`config.mk`:
```
export PLATFORM = sky130hd
export DESIGN_NAME = spi_slave_responder
export DESIGN_NICKNAME = d
export VERILOG_FILES = /design/src/rtl/spi_slave_responder.sv
export SDC_FILE = /design/constraint.sdc
export NUM_CORES = 1
export LEC_CHECK = 0
export ABC_AREA = 1
export BUFFER_PORTS_ARGS = -buffer_cell sky130_fd_sc_hd__buf_2
export CORE_MARGIN = 10
export CORE_UTILIZATION = 65
export CTS_CLUSTER_SIZE = 16
export DETAILED_ROUTE_END_ITERATION = 8
export GPL_TIMING_DRIVEN = 1
export HOLD_SLACK_MARGIN = 0.15
export PLACE_DENSITY_LB_ADDON = 0.25
export SYNTH_ARGS = -nofsm -noshare
export SYNTH_HDL_FRONTEND = slang
export SYNTH_SLANG_ARGS = --single-unit
```
`constraint.sdc`:
```
create_clock -name clk -period 3.6 [get_ports clk]
set_clock_uncertainty 0.15 [all_clocks]
set_input_delay 0.36 -clock clk [delete_from_list [all_inputs] [get_ports clk]]
set_output_delay 0.36 -clock clk [all_outputs]
set_load 0.02 [all_outputs]
```
`src/rtl/spi_slave_responder.sv`:
```
// SPI mode-0 slave (CPOL=0, CPHA=0, MSB first) with RX and TX byte FIFOs.
// All SPI pins are synchronized into clk; SCK edges are detected on the
// synchronized copy, so SCK must run at clk/8 or slower.
module spi_slave_responder #(
  parameter int FIFO_DEPTH  = 8,
  parameter int SYNC_STAGES = 2
) (
  input  logic       clk,
  input  logic       rst,
  input  logic       spi_sck_i,
  input  logic       spi_csn_i,
  input  logic       spi_sdi_i,
  output logic       spi_sdo_o,
  output logic       spi_sdo_oe_o,
  input  logic [7:0] tx_data_i,
  input  logic       tx_valid_i,
  output logic       tx_ready_o,
  output logic [7:0] rx_data_o,
  output logic       rx_valid_o,
  input  logic       rx_ready_i,
  output logic       underrun_o,
  output logic       overflow_o,
  input  logic       flag_clr_i
);

  localparam int AW = $clog2(FIFO_DEPTH);
  localparam int CW = AW + 1;

  typedef enum logic {IDLE, ACTIVE} state_t;

  logic [SYNC_STAGES-1:0] sck_sync_q, sck_sync_d;
  logic [SYNC_STAGES-1:0] csn_sync_q, csn_sync_d;
  logic [SYNC_STAGES-1:0] sdi_sync_q, sdi_sync_d;

  state_t      state_q, state_d;
  logic [2:0]  bit_cnt_q, bit_cnt_d;
  logic [7:0]  tx_shift_q, tx_shift_d;
  logic [6:0]  rx_shift_q, rx_shift_d;
  logic        sdo_oe_q, sdo_oe_d;
  logic        underrun_q, underrun_d;
  logic        overflow_q, overflow_d;

  logic [7:0]    tx_mem [FIFO_DEPTH];
  logic [7:0]    rx_mem [FIFO_DEPTH];
  logic [AW-1:0] tx_wr_ptr_q, tx_wr_ptr_d, tx_rd_ptr_q, tx_rd_ptr_d;
  logic [AW-1:0] rx_wr_ptr_q, rx_wr_ptr_d, rx_rd_ptr_q, rx_rd_ptr_d;
  logic [CW-1:0] tx_cnt_q, tx_cnt_d, rx_cnt_q, rx_cnt_d;

  logic       sck_rise, sck_fall, csn_high, csn_low_stable, sdi_s;
  logic       load, rx_push, rx_accept, rx_pop, tx_push, tx_pop;
  logic       tx_full, tx_empty, rx_full, underrun_set, overflow_set;
  logic [7:0] rx_byte, tx_head;

  // Shift each SPI input through its synchronizer chain (bit 0 is the newest)
  always_comb begin
    sck_sync_d = {sck_sync_q[SYNC_STAGES-2:0], spi_sck_i};
    csn_sync_d = {csn_sync_q[SYNC_STAGES-2:0], spi_csn_i};
    sdi_sync_d = {sdi_sync_q[SYNC_STAGES-2:0], spi_sdi_i};
  end

  // SCK edges and CSN level share the same stage so a final fall and a CSN
  // rise launched together are seen in the same cycle (CSN then wins).
  // A transfer only starts once two consecutive CSN samples are low.
  assign sck_rise       = sck_sync_q[SYNC_STAGES-2] & ~sck_sync_q[SYNC_STAGES-1];
  assign sck_fall       = ~sck_sync_q[SYNC_STAGES-2] & sck_sync_q[SYNC_STAGES-1];
  assign csn_high       = csn_sync_q[SYNC_STAGES-2];
  assign csn_low_stable = ~csn_sync_q[SYNC_STAGES-2] & ~csn_sync_q[SYNC_STAGES-1];
  assign sdi_s          = sdi_sync_q[SYNC_STAGES-1];
  assign rx_byte        = {rx_shift_q, sdi_s};

  // FIFO status and handshakes
  assign tx_full    = (tx_cnt_q == CW'(FIFO_DEPTH));
  assign tx_empty   = (tx_cnt_q == '0);
  assign rx_full    = (rx_cnt_q == CW'(FIFO_DEPTH));
  assign tx_ready_o = ~tx_full;
  assign tx_push    = tx_valid_i & ~tx_full;
  assign tx_head    = tx_mem[tx_rd_ptr_q];
  assign rx_valid_o = (rx_cnt_q != '0);
  assign rx_data_o  = rx_valid_o ? rx_mem[rx_rd_ptr_q] : 8'h00;
  assign rx_pop     = rx_valid_o & rx_ready_i;

  // A full RX FIFO still accepts a byte if its head is popped the same cycle
  assign rx_accept    = rx_push & (~rx_full | rx_pop);
  assign overflow_set = rx_push & ~rx_accept;
  assign tx_pop       = load & ~tx_empty;
  assign underrun_set = load & tx_empty;

  // FSM next-state: byte framing, shift registers and TX reloads
  always_comb begin
    state_d    = state_q;
    bit_cnt_d  = bit_cnt_q;
    tx_shift_d = tx_shift_q;
    rx_shift_d = rx_shift_q;
    sdo_oe_d   = sdo_oe_q;
    load       = 1'b0;
    rx_push    = 1'b0;
    case (state_q)
      IDLE: begin
        sdo_oe_d  = 1'b0;
        bit_cnt_d = 3'd0;
        if (csn_low_stable) begin
          load     = 1'b1;
          sdo_oe_d = 1'b1;
          state_d  = ACTIVE;
        end
      end
      ACTIVE: begin
        if (csn_high) begin
          // Partial RX byte is abandoned; the popped TX byte is not returned
          state_d   = IDLE;
          sdo_oe_d  = 1'b0;
          bit_cnt_d = 3'd0;
        end else if (sck_rise) begin
          rx_shift_d = rx_byte[6:0];
          bit_cnt_d  = bit_cnt_q + 3'd1;
          rx_push    = (bit_cnt_q == 3'd7);
        end else if (sck_fall) begin
          if (bit_cnt_q != 3'd0) begin
            tx_shift_d = {tx_shift_q[6:0], 1'b0};
          end else begin
            load = 1'b1;
          end
        end
      end
      default: state_d = IDLE;
    endcase
    if (load) begin
      tx_shift_d = tx_empty ? 8'h00 : tx_head;
    end
  end

  // FIFO pointers, fill counts and sticky flags (a set beats a clear)
  always_comb begin
    tx_wr_ptr_d = tx_push ? tx_wr_ptr_q + AW'(1) : tx_wr_ptr_q;
    tx_rd_ptr_d = tx_pop ? tx_rd_ptr_q + AW'(1) : tx_rd_ptr_q;
    tx_cnt_d    = tx_cnt_q + CW'(tx_push) - CW'(tx_pop);
    rx_wr_ptr_d = rx_accept ? rx_wr_ptr_q + AW'(1) : rx_wr_ptr_q;
    rx_rd_ptr_d = rx_pop ? rx_rd_ptr_q + AW'(1) : rx_rd_ptr_q;
    rx_cnt_d    = rx_cnt_q + CW'(rx_accept) - CW'(rx_pop);
    underrun_d  = (underrun_q & ~flag_clr_i) | underrun_set;
    overflow_d  = (overflow_q & ~flag_clr_i) | overflow_set;
  end

  // State registers with synchronous reset
  always_ff @(posedge clk) begin
    if (rst) begin
      sck_sync_q  <= '0;
      csn_sync_q  <= '1;
      sdi_sync_q  <= '0;
      state_q     <= IDLE;
      bit_cnt_q   <= 3'd0;
      tx_shift_q  <= 8'h00;
      rx_shift_q  <= 7'h00;
      sdo_oe_q    <= 1'b0;
      underrun_q  <= 1'b0;
      overflow_q  <= 1'b0;
      tx_wr_ptr_q <= '0;
      tx_rd_ptr_q <= '0;
      tx_cnt_q    <= '0;
      rx_wr_ptr_q <= '0;
      rx_rd_ptr_q <= '0;
      rx_cnt_q    <= '0;
    end else begin
      sck_sync_q  <= sck_sync_d;
      csn_sync_q  <= csn_sync_d;
      sdi_sync_q  <= sdi_sync_d;
      state_q     <= state_d;
      bit_cnt_q   <= bit_cnt_d;
      tx_shift_q  <= tx_shift_d;
      rx_shift_q  <= rx_shift_d;
      sdo_oe_q    <= sdo_oe_d;
      underrun_q  <= underrun_d;
      overflow_q  <= overflow_d;
      tx_wr_ptr_q <= tx_wr_ptr_d;
      tx_rd_ptr_q <= tx_rd_ptr_d;
      tx_cnt_q    <= tx_cnt_d;
      rx_wr_ptr_q <= rx_wr_ptr_d;
      rx_rd_ptr_q <= rx_rd_ptr_d;
      rx_cnt_q    <= rx_cnt_d;
    end
  end

  // FIFO storage writes (storage itself needs no reset; counts gate it)
  always_ff @(posedge clk) begin
    if (tx_push) tx_mem[tx_wr_ptr_q] <= tx_data_i;
    if (rx_accept) rx_mem[rx_wr_ptr_q] <= rx_byte;
  end

  assign spi_sdo_oe_o = sdo_oe_q;
  assign spi_sdo_o    = sdo_oe_q & tx_shift_q[7];
  assign underrun_o   = underrun_q;
  assign overflow_o   = overflow_q;

endmodule
```
==> Yosys cells after proc, flatten, opt, wreduce, memory -nomap -nowiden <==
Memories as Yosys holds them, arrays and structs flattened. A register that Yosys moved wholly into a read port is not among the register bits.
Cells that the tools add are included.
{ "op_classes": {"muxes": 32, "eq_ne": 7, "n_reduce_logical": 8, "add_sub_neg": 9, "bitwise": 25} }
{ "ops": {"columns": ["operator", "n"], "rows": [
  ["8-bit 2-to-1 mux", 8],
  ["3-bit 2-to-1 mux", 6],
  ["3-bit by 1-bit adder with 3-bit output, second input constant", 5],
  ["1-bit 2-to-1 mux", 14],
  ["1-bit bitwise AND", 12],
  ["1-bit NOT", 10],
  ["4-bit by 1-bit adder with 4-bit output", 2],
  ["4-bit == test, second input constant", 2],
  ["4-bit by 1-bit subtractor with 4-bit output", 2],
  ["1-bit one-hot mux with 2 select lines", 3],
  ["3-bit one-hot mux with 2 select lines", 1],
  ["2-bit nonzero test", 3],
  ["5-bit AND reduction", 1],
  ["4-bit logical NOT", 1],
  ["2-bit by 1-bit inequality test with 1-bit output, second input constant", 2],
  ["4-bit nonzero test", 1],
  ["3-bit == test, second input constant", 1],
  ["3-bit by 2-bit inequality test with 1-bit output, second input constant", 1],
  ["1-bit OR", 3],
  ["3-bit AND reduction", 1],
  ["3-bit nonzero test", 1],
  ["2-bit inequality test, second input constant", 1]
]} }
{ "word_totals": {"inputBits": 16, "ram_bits": 128, "output_inout_bits": 14, "n_memories": 2, "ff_bits": 48} }
{ "mem_list": {"columns": ["memory", "words", "width", "read_ports", "rd_clocked_by_memory_dff", "wr", "line", "rtl"], "rows": [
  ["rx_mem", 8, 8, 1, 1, 1, "44", "logic [7:0] rx_mem [FIFO_DEPTH];"],
  ["tx_mem", 8, 8, 1, 1, 1, "43", "logic [7:0] tx_mem [FIFO_DEPTH];"]
]} }

==> Longest topological paths before layout <==
Gate-level depths: netlist of run 1.
{ "depth": {"ltp_word": 9, "ltp_mapped": 14, "ltp_nobuf": 14} }

==> Worst setup path after synthesis of run 1 <==
Ideal clock, no wire load.
{ "synth_timing": {"kind": "register to register", "from": "register bit_cnt_q[0]", "to": "register tx_cnt_q[1]", "path_stages_with_launch": 14, "path_slack_ns": 1.394, "period_less_slack_ns": 2.206, "arrival_ns": 1.928, "cell_sequence": "dfxtp_1 -> inv_1 -> ha_1 -> inv_1 -> nor2_1 -> nand3_4 -> a21oi_2 -> buf_4 -> nand2_1 -> nand2_1 -> ha_1 -> fa_1 -> inv_1 -> nor2_1"} }
{ "synth_via": {"elab_chain_len": 8} }
{ "synth_rtl": {"columns": ["item", "line", "rtl"], "rows": [
  ["start: declaration", "36", "logic [2:0] bit_cnt_q, bit_cnt_d;"],
  ["start signal: assignment", "168", "bit_cnt_q <= bit_cnt_d;"],
  ["3-bit nonzero test", "118", "if (bit_cnt_q != 3'd0) begin"],
  ["1-bit 2-to-1 mux", "118", null],
  ["1-bit 2-to-1 mux", "117", "end else if (sck_fall) begin"],
  ["1-bit 2-to-1 mux", "113", "end else if (sck_rise) begin"],
  ["1-bit 2-to-1 mux", "108", "if (csn_high) begin"],
  ["1-bit one-hot mux with 2 select lines", "97", "case (state_q)"],
  ["1-bit bitwise AND", "85", "assign tx_pop = load & ~tx_empty;"],
  ["4-bit by 1-bit subtractor with 4-bit output", "136", "tx_cnt_d = tx_cnt_q + CW'(tx_push) - CW'(tx_pop);"],
  ["net tx_cnt_d[1]", "47", "logic [CW-1:0] tx_cnt_q, tx_cnt_d, rx_cnt_q, rx_cnt_d;"],
  ["end signal: assignment", "176", "tx_cnt_q <= tx_cnt_d;"],
  ["end: declaration", "47", null]
]} }
The timed path passes the listed nets, and every way through them passes these cells.
A chain may end at the register's enable or synchronous reset.

==> Worst setup path after layout of run 1 <==
Same ends and word-level chain as after synthesis.

==> results of run 1 <==
==> worst min-delay path by stage <==
| stage | start | endpoint | depth (start not counted) |
|---|---|---|---|
| after floorplan | sdi_sync_q[0] | sdi_sync_q[1] | 2 |
| after global placement | sdi_sync_q[0] | sdi_sync_q[1] | 2 |
| after detailed placement | sdi_sync_q[0] | sdi_sync_q[1] | 2 |
| after CTS | tx_valid_i | tx_wr_ptr_q[1] | 3 |
| after global routing | tx_valid_i | tx_wr_ptr_q[1] | 3 |
| final | tx_valid_i | tx_wr_ptr_q[1] | 3 |
==> cell type report <==
| type | instances | share of cell area [%] |
|---|---|---|
| Sequential cell | 182 | 58.22 |
| Tap cell | 143 | 2.115 |
| Inverter | 57 | 2.529 |
| Timing Repair Buffer | 47 | 3.668 |
| Clock inverter | 13 | 1.553 |
| Clock buffer | 18 | 5.073 |
| Multi-Input combinational cell | 466 | 26.85 |
==> layer usage <==
layer / vias up / part of all wire [%]
met5: - / 0
met4: 0 / 2.4
li1: 2520 / -
met3: 29 / 5.5
met2: 207 / 54
met1: 2545 / 38
==> worst reg2reg max path, cell delays in order (launching register included) <==
cell and delay (ps):
dfxtp_1 340, inv_1 60, ha_1 130, inv_1 40
nor2_1 180, nand3_4 150, a21oi_2 500, nand2_1 220
nand2_1 110, ha_1 190, fa_1 420, inv_1 60
nor2_1 30
==> power by group <==
part | total [mW] | internal (mW) | switching [mW]
Sequential | 2.39 | 2.34 | 0.0519
Combinational | 1.05 | 0.342 | 0.706
Clock | 1.77 | 1.02 | 0.757
==> cells by family after synthesis <==
logic type | synth area share (%)
flops | 65.28
buf+inv | 4.611
xor+xnor | 0.4645
simple gates | 18.94
fa+ha+maj | 3.350
compound gates | 7.348
==> layout by cell type (no fill, tap or decap), drive strengths merged <==
| master | n |
|---|---|
| nand2 | 150 |
| nor2 | 130 |
| edfxtp | 128 |
| o21ai | 65 |
| inv | 58 |
| dfxtp | 54 |
| nand3 | 49 |
| buf | 35 |
| a21oi | 32 |
| clkbuf | 18 |
| ha | 17 |
| dlygate4sd3 | 12 |
| clkinv | 9 |
| a31oi | 8 |
| nor3 | 4 |
| or2 | 3 |
| xor2 | 2 |
| xnor2 | 2 |
| fa | 2 |
| bufinv | 2 |
| nor3b | 1 |
| o211ai | 1 |
| clkinvlp | 1 |
==> state kept, by name, summed over array words and instances, names as in the netlist, named ones only <==
signal,flops
sck_sync_q,2
rx_shift_q,7
sdi_sync_q,2
overflow_o,1
rx_rd_ptr_q,3
state_q,1
tx_shift_q,8
tx_cnt_q,4
tx_rd_ptr_q,3
tx_mem,64
underrun_o,1
csn_sync_q,2
tx_wr_ptr_q,3
bit_cnt_q,3
rx_cnt_q,4
spi_sdo_oe_o,1
rx_wr_ptr_q,3
rx_mem,64
==> repair_timing <==
action / CTS / global route
hold buffers: 12 / 0
hold endpoints to repair: 69 / 0
resized for setup: 0 / 0
==> flow_summary.json, run 1 <==
{
  "status": "complete, no violations",
  "vias": 5301,
  "rsz0062_at_grt": "no",
  "worstSetupStartpoint": "bit_cnt_q[0]",
  "dp_hpwl_um": 9946,
  "ant_nets": 0,
  "nets": 806,
  "finalSetupTns_ps": 0,
  "ioPinCount": 30,
  "pre_cts_ws_ps": 931.2,
  "post_cts_buffers": 0,
  "grt_max_degree": 34,
  "yosysWarningCount": 0,
  "drc": 0,
  "grt_pass1_wl_um": 25130,
  "finalSetupViolCount": 0,
  "fin_crit_ps": 2703,
  "p_total_mw": 5.208,
  "post-synth-top-count-cell": "nand2_1",
  "power.density_nw_per_um2": 615.7,
  "io_buffers": 29,
  "fillerInstances": 759,
  "crit_buf_inv": 3,
  "rrSetupSlack_ps": 900,
  "cts_num_sinks": 182,
  "drive_above_1_share_pct": 10.22,
  "synth_area_sq_um": 7543,
  "place_inst": 883,
  "max-slew-margin-rel_pct": 32.48,
  "core_area_sq_um": 11370,
  "htreeDepth": 4,
  "die_w_um": 127.7,
  "start_util_pct": 66.35,
  "synth-seq-cells": 182,
  "drt_first_iter_violations": 587,
  "cts-root-buf": "clkbuf_16",
  "rr_startpoint": "bit_cnt_q[0]",
  "fin_util_pct": 74.40,
  "cp_cell_sequence": "inv_1 -> ha_1 -> inv_1 -> nor2_1 -> nand3_4 -> a21oi_2 -> nand2_1 -> nand2_1 -> ha_1 -> fa_1 -> inv_1 -> nor2_1",
  "final_cell_area_sq_um": 8459,
  "grt_use_total_pct": 19.42,
  "synthArstFlopShare_pct": 0,
  "fin_ws_ps": 896.5,
  "syn-mean-instance-area_sq_um": 10.28,
  "fmax_mhz": 369.9,
  "endpoint_kind": "register",
  "grt_use_met1_pct": 20.92,
  "synthFlopType": "edfxtp_1",
  "synth_top_area_cell": "edfxtp_1",
  "crit_path_start_kind": "register",
  "layout.cells.non_filler": 926,
  "reg2reg_depth": 12,
  "wl_per_cell_um": 17.01,
  "synth.distinct_cells": 34,
  "fp-row-count": 39,
  "whs_ps": 169.2,
  "clock_latency_ps": 420,
  "hp-class": "in2reg",
  "arrival_ps": 2840,
  "synth_common_cells": "nand2_1, edfxtp_1, nor2_1, o21ai_0",
  "vdd_ir_drop_max_mv": 0.4083,
  "die_h_um": 127.7,
  "slowest_stage": "a21oi_2",
  "postSynthCellCount": 734,
  "syn2layout_area_growth_pct": 12.14,
  "wirelength_um": 15750,
  "use_met2_pct": 35.54,
  "period_share_pct": 75.10,
  "crit_end": "tx_cnt_q[1]",
  "grt_pass1_vias": 5230,
  "seqCellArea_sq_um": 4925,
  "multi_input_area_sq_um": 2271,
  "reg2reg_to": "tx_cnt_q[1]",
  "die-area_sq_um": 16320,
  "path_class": "reg2reg",
  "placedInstanceArea_sq_um": 7779,
  "max_stage_delay_ps": 500,
  "syn_nets": 769,
  "tightest_slew_ps": 1009,
  "cts_max_path_buffers": 2,
  "cts_tree": "done",
  "antenna_cells": 0,
  "cts-buffers-inserted": 17,
  "critical_path_depth": 12,
  "antenna_found_initial": 0,
  "use_met3_pct": 3.970,
  "crit_family": "adder cells",
  "synthTopCellsByArea": "edfxtp_1, dfxtp_1, nand2_1",
  "clk_pin_slew_ps": 60,
  "grt-ovfl-total": 0,
  "drt-pass1-iter-count": 5,
  "p_leak_nw": 3.214,
  "vias_per_cell": 5.725,
  "cp_max_fo": 11,
  "place_congestion": 0.8368,
  "cpMostUsedCell": "inv_1",
  "worstPathRequired_ps": 3740,
  "synth_top_area_share_pct": 50.95,
  "cap_violations": 0,
  "synth_edf_count": 128,
  "final-hold-violation-count": 0,
  "yosysSeqAreaShare_pct": 65.28,
  "report.final.slew_viol_count": 0,
  "busiest_layer": "met2"
}
No activity file was read; power rests on OpenSTA's default activity.
==> run 2: changes to the inputs <==
- CORE_UTILIZATION: 65 -> 55
- clock period: 3.6 -> 2.3 ns (I/O delays scaled with it)
==> run 2 against run 1 <==
Clock power is 62% higher. Highest routed layer unchanged. Clock-buffer cell count fell by 1. Via count decreased by 0.62%. Wire length shrank 1.5%. Die area increased by 15%. Critical path depth decreased by 5.
==> flow_summary.json, run 2 (synthesized netlist as in run 1, its figures left out) <==
{
  "status": "complete, no violations",
  "max_stage_delay_ps": 360,
  "cp_cell_sequence": "clkinvlp_4 -> buf_2 -> buf_4 -> nor2_1 -> o21ai_0 -> a31oi_1 -> buf_2",
  "grt_use_total_pct": 16.95,
  "fmax_mhz": 451.7,
  "endpoint_kind": "primary output",
  "drc": 0,
  "crit_path_start_kind": "register",
  "power.density_nw_per_um2": 955.2,
  "cp_max_fo": 6,
  "io_buffers": 29,
  "vias": 5268,
  "wl_per_cell_um": 15.56,
  "grt_pass1_vias": 5132,
  "max-slew-margin-rel_pct": 55.36,
  "clk_pin_slew_ps": 70,
  "cap_violations": 0,
  "cts-buffers-inserted": 17,
  "ant_nets": 0,
  "crit_buf_inv": 4,
  "drt_first_iter_violations": 423,
  "rr_startpoint": "tx_cnt_q[2]",
  "syn2layout_area_growth_pct": 18.01,
  "clock_latency_ps": 430,
  "place_congestion": 0.7968,
  "cts_num_sinks": 182,
  "drive_above_1_share_pct": 15.35,
  "whs_ps": 262.4,
  "finalSetupViolCount": 0,
  "cts-root-buf": "clkbuf_16",
  "arrival_ps": 1830,
  "worstPathRequired_ps": 1920,
  "cts_tree": "done",
  "grt-ovfl-total": 0,
  "slowest_stage": "dfxtp_2",
  "dp_hpwl_um": 9729,
  "layout_common_cells": "nand2_1, edfxtp_1, nor2_1",
  "grt_pass1_wl_um": 24850,
  "rrSetupSlack_ps": 130,
  "cpMostUsedCell": "buf_2",
  "p_leak_nw": 3.422,
  "vias_per_cell": 5.284,
  "core_area_sq_um": 13350,
  "antenna_found_initial": 0,
  "start_util_pct": 56.51,
  "final_common_cell": "nand2_1",
  "report.final.slew_viol_count": 0,
  "fp-row-count": 42,
  "cts_max_path_buffers": 2,
  "crit_family": "buffers and inverters",
  "nets": 843,
  "antenna_cells": 0,
  "final-hold-violation-count": 0,
  "top_regs": "rx_mem x64, tx_mem x64, tx_shift_q x8",
  "ioPinCount": 30,
  "drt-pass1-iter-count": 5,
  "die_h_um": 137.1,
  "vdd_ir_drop_max_mv": 0.6062,
  "htreeDepth": 4,
  "die-area_sq_um": 18800,
  "grt_max_degree": 33,
  "hp-class": "reg2reg",
  "wirelength_um": 15510,
  "rsz0062_at_grt": "yes",
  "die_w_um": 137.1,
  "finalSetupTns_ps": 0,
  "fin_crit_ps": 2214,
  "tightest_slew_ps": 668.9,
  "period_share_pct": 96.26,
  "worstHoldStart": "sdi_sync_q[0]",
  "path_class": "reg2out"
}
-- run 2: changes by cell type in the layout (fill, tap and decap cells not counted), sizes merged --
cell         previous run  this run
buf                    35        62
clkbuf                 18        19
clkinv                  9         5
clkinvlp                1         7
dlygate4sd3            12        18
inv                    58        60
-- run 2: stage by stage --
step           total power [mW]  util (%)  cells  setup WS, ps  area (sq um)
3_3_place_gp              5.400     59.82    938         142.7          7985
6_report                  8.503     66.69    997         86.05          8902
3_5_place_dp              5.469     59.82    938         65.08          7985
2_1_floorplan             4.965         -    734         94.02          7543
5_1_grt                   8.937     66.69    997        -94.29          8902
4_1_cts                   8.370     65.80    989         19.41          8783
-- run 2: cell type report --
class,instances,area (sq um)
flip-flops and latches,182,4931
clock inverters,15,167.7
multi-input cells,466,2283
well taps,176,220.2
repair buffers,82,638.1
inverters,57,221.5
fillers,1008,4446
clock buffers,17,425.4
repair inverters,2,15.01
-- run 2: where the power goes --
part           leakage (nW)  total, mW  internal (mW)  switching [mW]
logic                  1.65       1.86          0.702            1.16
clock network         0.285       2.87           1.63            1.24
registers              1.49       3.77           3.66           0.117
total                  3.42       8.50           5.99            2.52
-- run 2: worst paths after layout --
path / endpoint / depth (start not counted)
worst max register to register: tx_cnt_q[2] / 11
worst min register to register: sdi_sync_q[1] / 2
worst max-delay path: rx_data_o[3] / 7
worst min-delay path: sdi_sync_q[1] / 2
-- run 2: what timing repair did --
item	4_1_cts	5_1_grt
endpoints found under the hold margin	92	0
buffers inserted	0	5
gates resized for setup	6	11
cloned	1	3
pin swaps	0	1
hold buffers	18	0
endpoints found under the setup margin	8	12
-- run 2: worst reg2reg max path, stage by stage (launching register included) --
cell and delay (ps):
dfxtp_1 310, inv_1 100, ha_1 170, nand3_1 130
nand2_2 160, inv_1 90, nand2_1 70, nand2_1 50
ha_1 220, fa_1 400, xnor2_1 150, nor2_1 60
-- run 2: layer usage --
metal	track usage (%)	wire length (um)	share of wire (%)
met2	29.84	7897	51
met4	7.670	378	2.4
met1	19.16	6466	42
met3	3.849	770	5.0
met5	0	0	0
==> run 3: changes to the inputs <==
- CORE_UTILIZATION: 55 -> 50
==> run 3 against run 2 <==
Power decreased by 0.42%. Register-to-register slack got worse by 20 ps. Cell area decreased by 0.41%.
==> flow_summary.json, run 3 (synthesized netlist as in run 1, its figures left out) <==
{
  "status": "complete, no violations",
  "cts-root-buf": "clkbuf_16",
  "clk_pin_slew_ps": 60,
  "arrival_ps": 1810,
  "cts_num_sinks": 182,
  "ant_nets": 0,
  "period_share_pct": 95.22,
  "power.density_nw_per_um2": 955.1,
  "grt_use_total_pct": 15.79,
  "rsz0062_at_grt": "no",
  "slowest_stage": "dfxtp_2",
  "path_class": "reg2out",
  "die_h_um": 142.8,
  "wl_per_cell_um": 15.39,
  "ioPinCount": 30,
  "cts_max_path_buffers": 2,
  "whs_ps": 254.7,
  "cap_violations": 0,
  "max-slew-margin-rel_pct": 53.96,
  "report.final.slew_viol_count": 0,
  "die_w_um": 142.8,
  "cts_tree": "done",
  "fillerInstances": 1187,
  "place_congestion": 0.8145,
  "grt_max_degree": 33,
  "drive_above_1_share_pct": 14.55,
  "syn2layout_area_growth_pct": 17.53,
  "drt-pass1-iter-count": 5,
  "multi_input_area_sq_um": 2281,
  "endpoint_kind": "primary output",
  "fmax_mhz": 456.6,
  "final-hold-violation-count": 0,
  "cp_max_fo": 7,
  "vias_per_cell": 5.165,
  "fin_crit_ps": 2190,
  "nets": 840,
  "finalSetupTns_ps": 0,
  "vias": 5175,
  "cts-buffers-inserted": 17,
  "die-area_sq_um": 20400,
  "cp_cell_sequence": "clkinvlp_4 -> buf_4 -> nor2_1 -> o21ai_0 -> nand3_1 -> nand2_1 -> a31oi_1 -> buf_2",
  "p_leak_nw": 3.418,
  "wirelength_um": 15420,
  "worstPathRequired_ps": 1920,
  "top_regs": "rx_mem x64, tx_mem x64, tx_shift_q x8",
  "max_stage_delay_ps": 350,
  "antenna_found_initial": 0,
  "crit_buf_inv": 3,
  "grt-ovfl-total": 0,
  "layout_common_cells": "nand2_1, edfxtp_1, nor2_1",
  "dp_hpwl_um": 9887,
  "tightest_slew_ps": 689.9,
  "drc": 0,
  "finalSetupViolCount": 0,
  "crit_family": "buffers and inverters",
  "final_common_cell": "nand2_1",
  "core_area_sq_um": 14640,
  "vdd_ir_drop_max_mv": 0.5219,
  "clock_latency_ps": 430,
  "hp-class": "reg2reg",
  "htreeDepth": 4,
  "crit_path_start_kind": "register",
  "antenna_cells": 0,
  "io_buffers": 29,
  "grt_pass1_vias": 5190,
  "fp-row-count": 44,
  "grt_pass1_wl_um": 25020,
  "start_util_pct": 51.51,
  "seqCellArea_sq_um": 4931,
  "drt_first_iter_violations": 366
}
## run 3: cell types whose count changed in the layout (fill, tap and decap cells not counted), sizes merged
cell | before | now
clkbuf | 19 | 18
bufinv | 2 | 3
clkinvlp | 7 | 3
inv | 60 | 58
clkinv | 5 | 7
buf | 62 | 63
## run 3: final cells by class
cell class / count / share of cell area (%)
Clock inverter: 14 / 1.976
Tap cell: 184 / 2.597
Multi-Input combinational cell: 466 / 25.73
Clock buffer: 18 / 4.841
Sequential cell: 182 / 55.62
Timing Repair Buffer: 81 / 6.788
Inverter: 57 / 2.456
## run 3: power by group
part	switching [mW]	internal [mW]	total, mW
sequential	0.0949	3.66	3.75
combinational	1.09	0.666	1.76
clock	1.23	1.72	2.95
total	2.42	6.05	8.47
## run 3: what timing repair did
item / 4_1_cts / 5_1_grt
hold endpoints to repair: 91 / 0
setup buffers: 3 / 2
setup endpoints to repair: 8 / 12
hold buffers: 18 / 0
gates resized for setup: 2 / 13
pin swaps: 0 / 1
## run 3: final timing paths
| path | start | end | slack (ps) | cells past startpoint |
|---|---|---|---|---|
| max | register | rx_data_o[3] | 110 | 8 |
| min | sdi_sync_q[0] | sdi_sync_q[1] | 250 | 2 |
| max reg2reg | bit_cnt_q[1] | rx_cnt_q[2] | 110 | 10 |
| min reg2reg | sdi_sync_q[0] | sdi_sync_q[1] | 250 | 2 |
## run 3: worst min-delay path, cell delays in order, from the launching register on
cell	delay, ps
dfxtp_1	300
inv_1	40
nor2_1	30
## run 3: metrics by stage
stage	setup slack (ps)	power (mW)	cell area, sq um	instances	utilization [%]
global route	7.054	8.899	8866	1002	60.54
finish	110.0	8.468	8866	1002	60.54
global placement	134.7	5.417	8003	947	54.65
CTS	18.92	8.487	8815	1000	60.19
detailed placement	84.54	5.477	8003	947	54.65
floorplan	94.02	4.965	7543	734	-
## run 3: per-layer routing
metal	share of wire [%]	vias to the layer above	GRT usage, %	wire length (um)
met5	0	-	0	0
met2	51	130	27.19	7865
met4	2.6	0	7.600	397
met3	5.0	33	3.914	775
met1	41	2415	18.07	6385
li1	-	2597	-	-
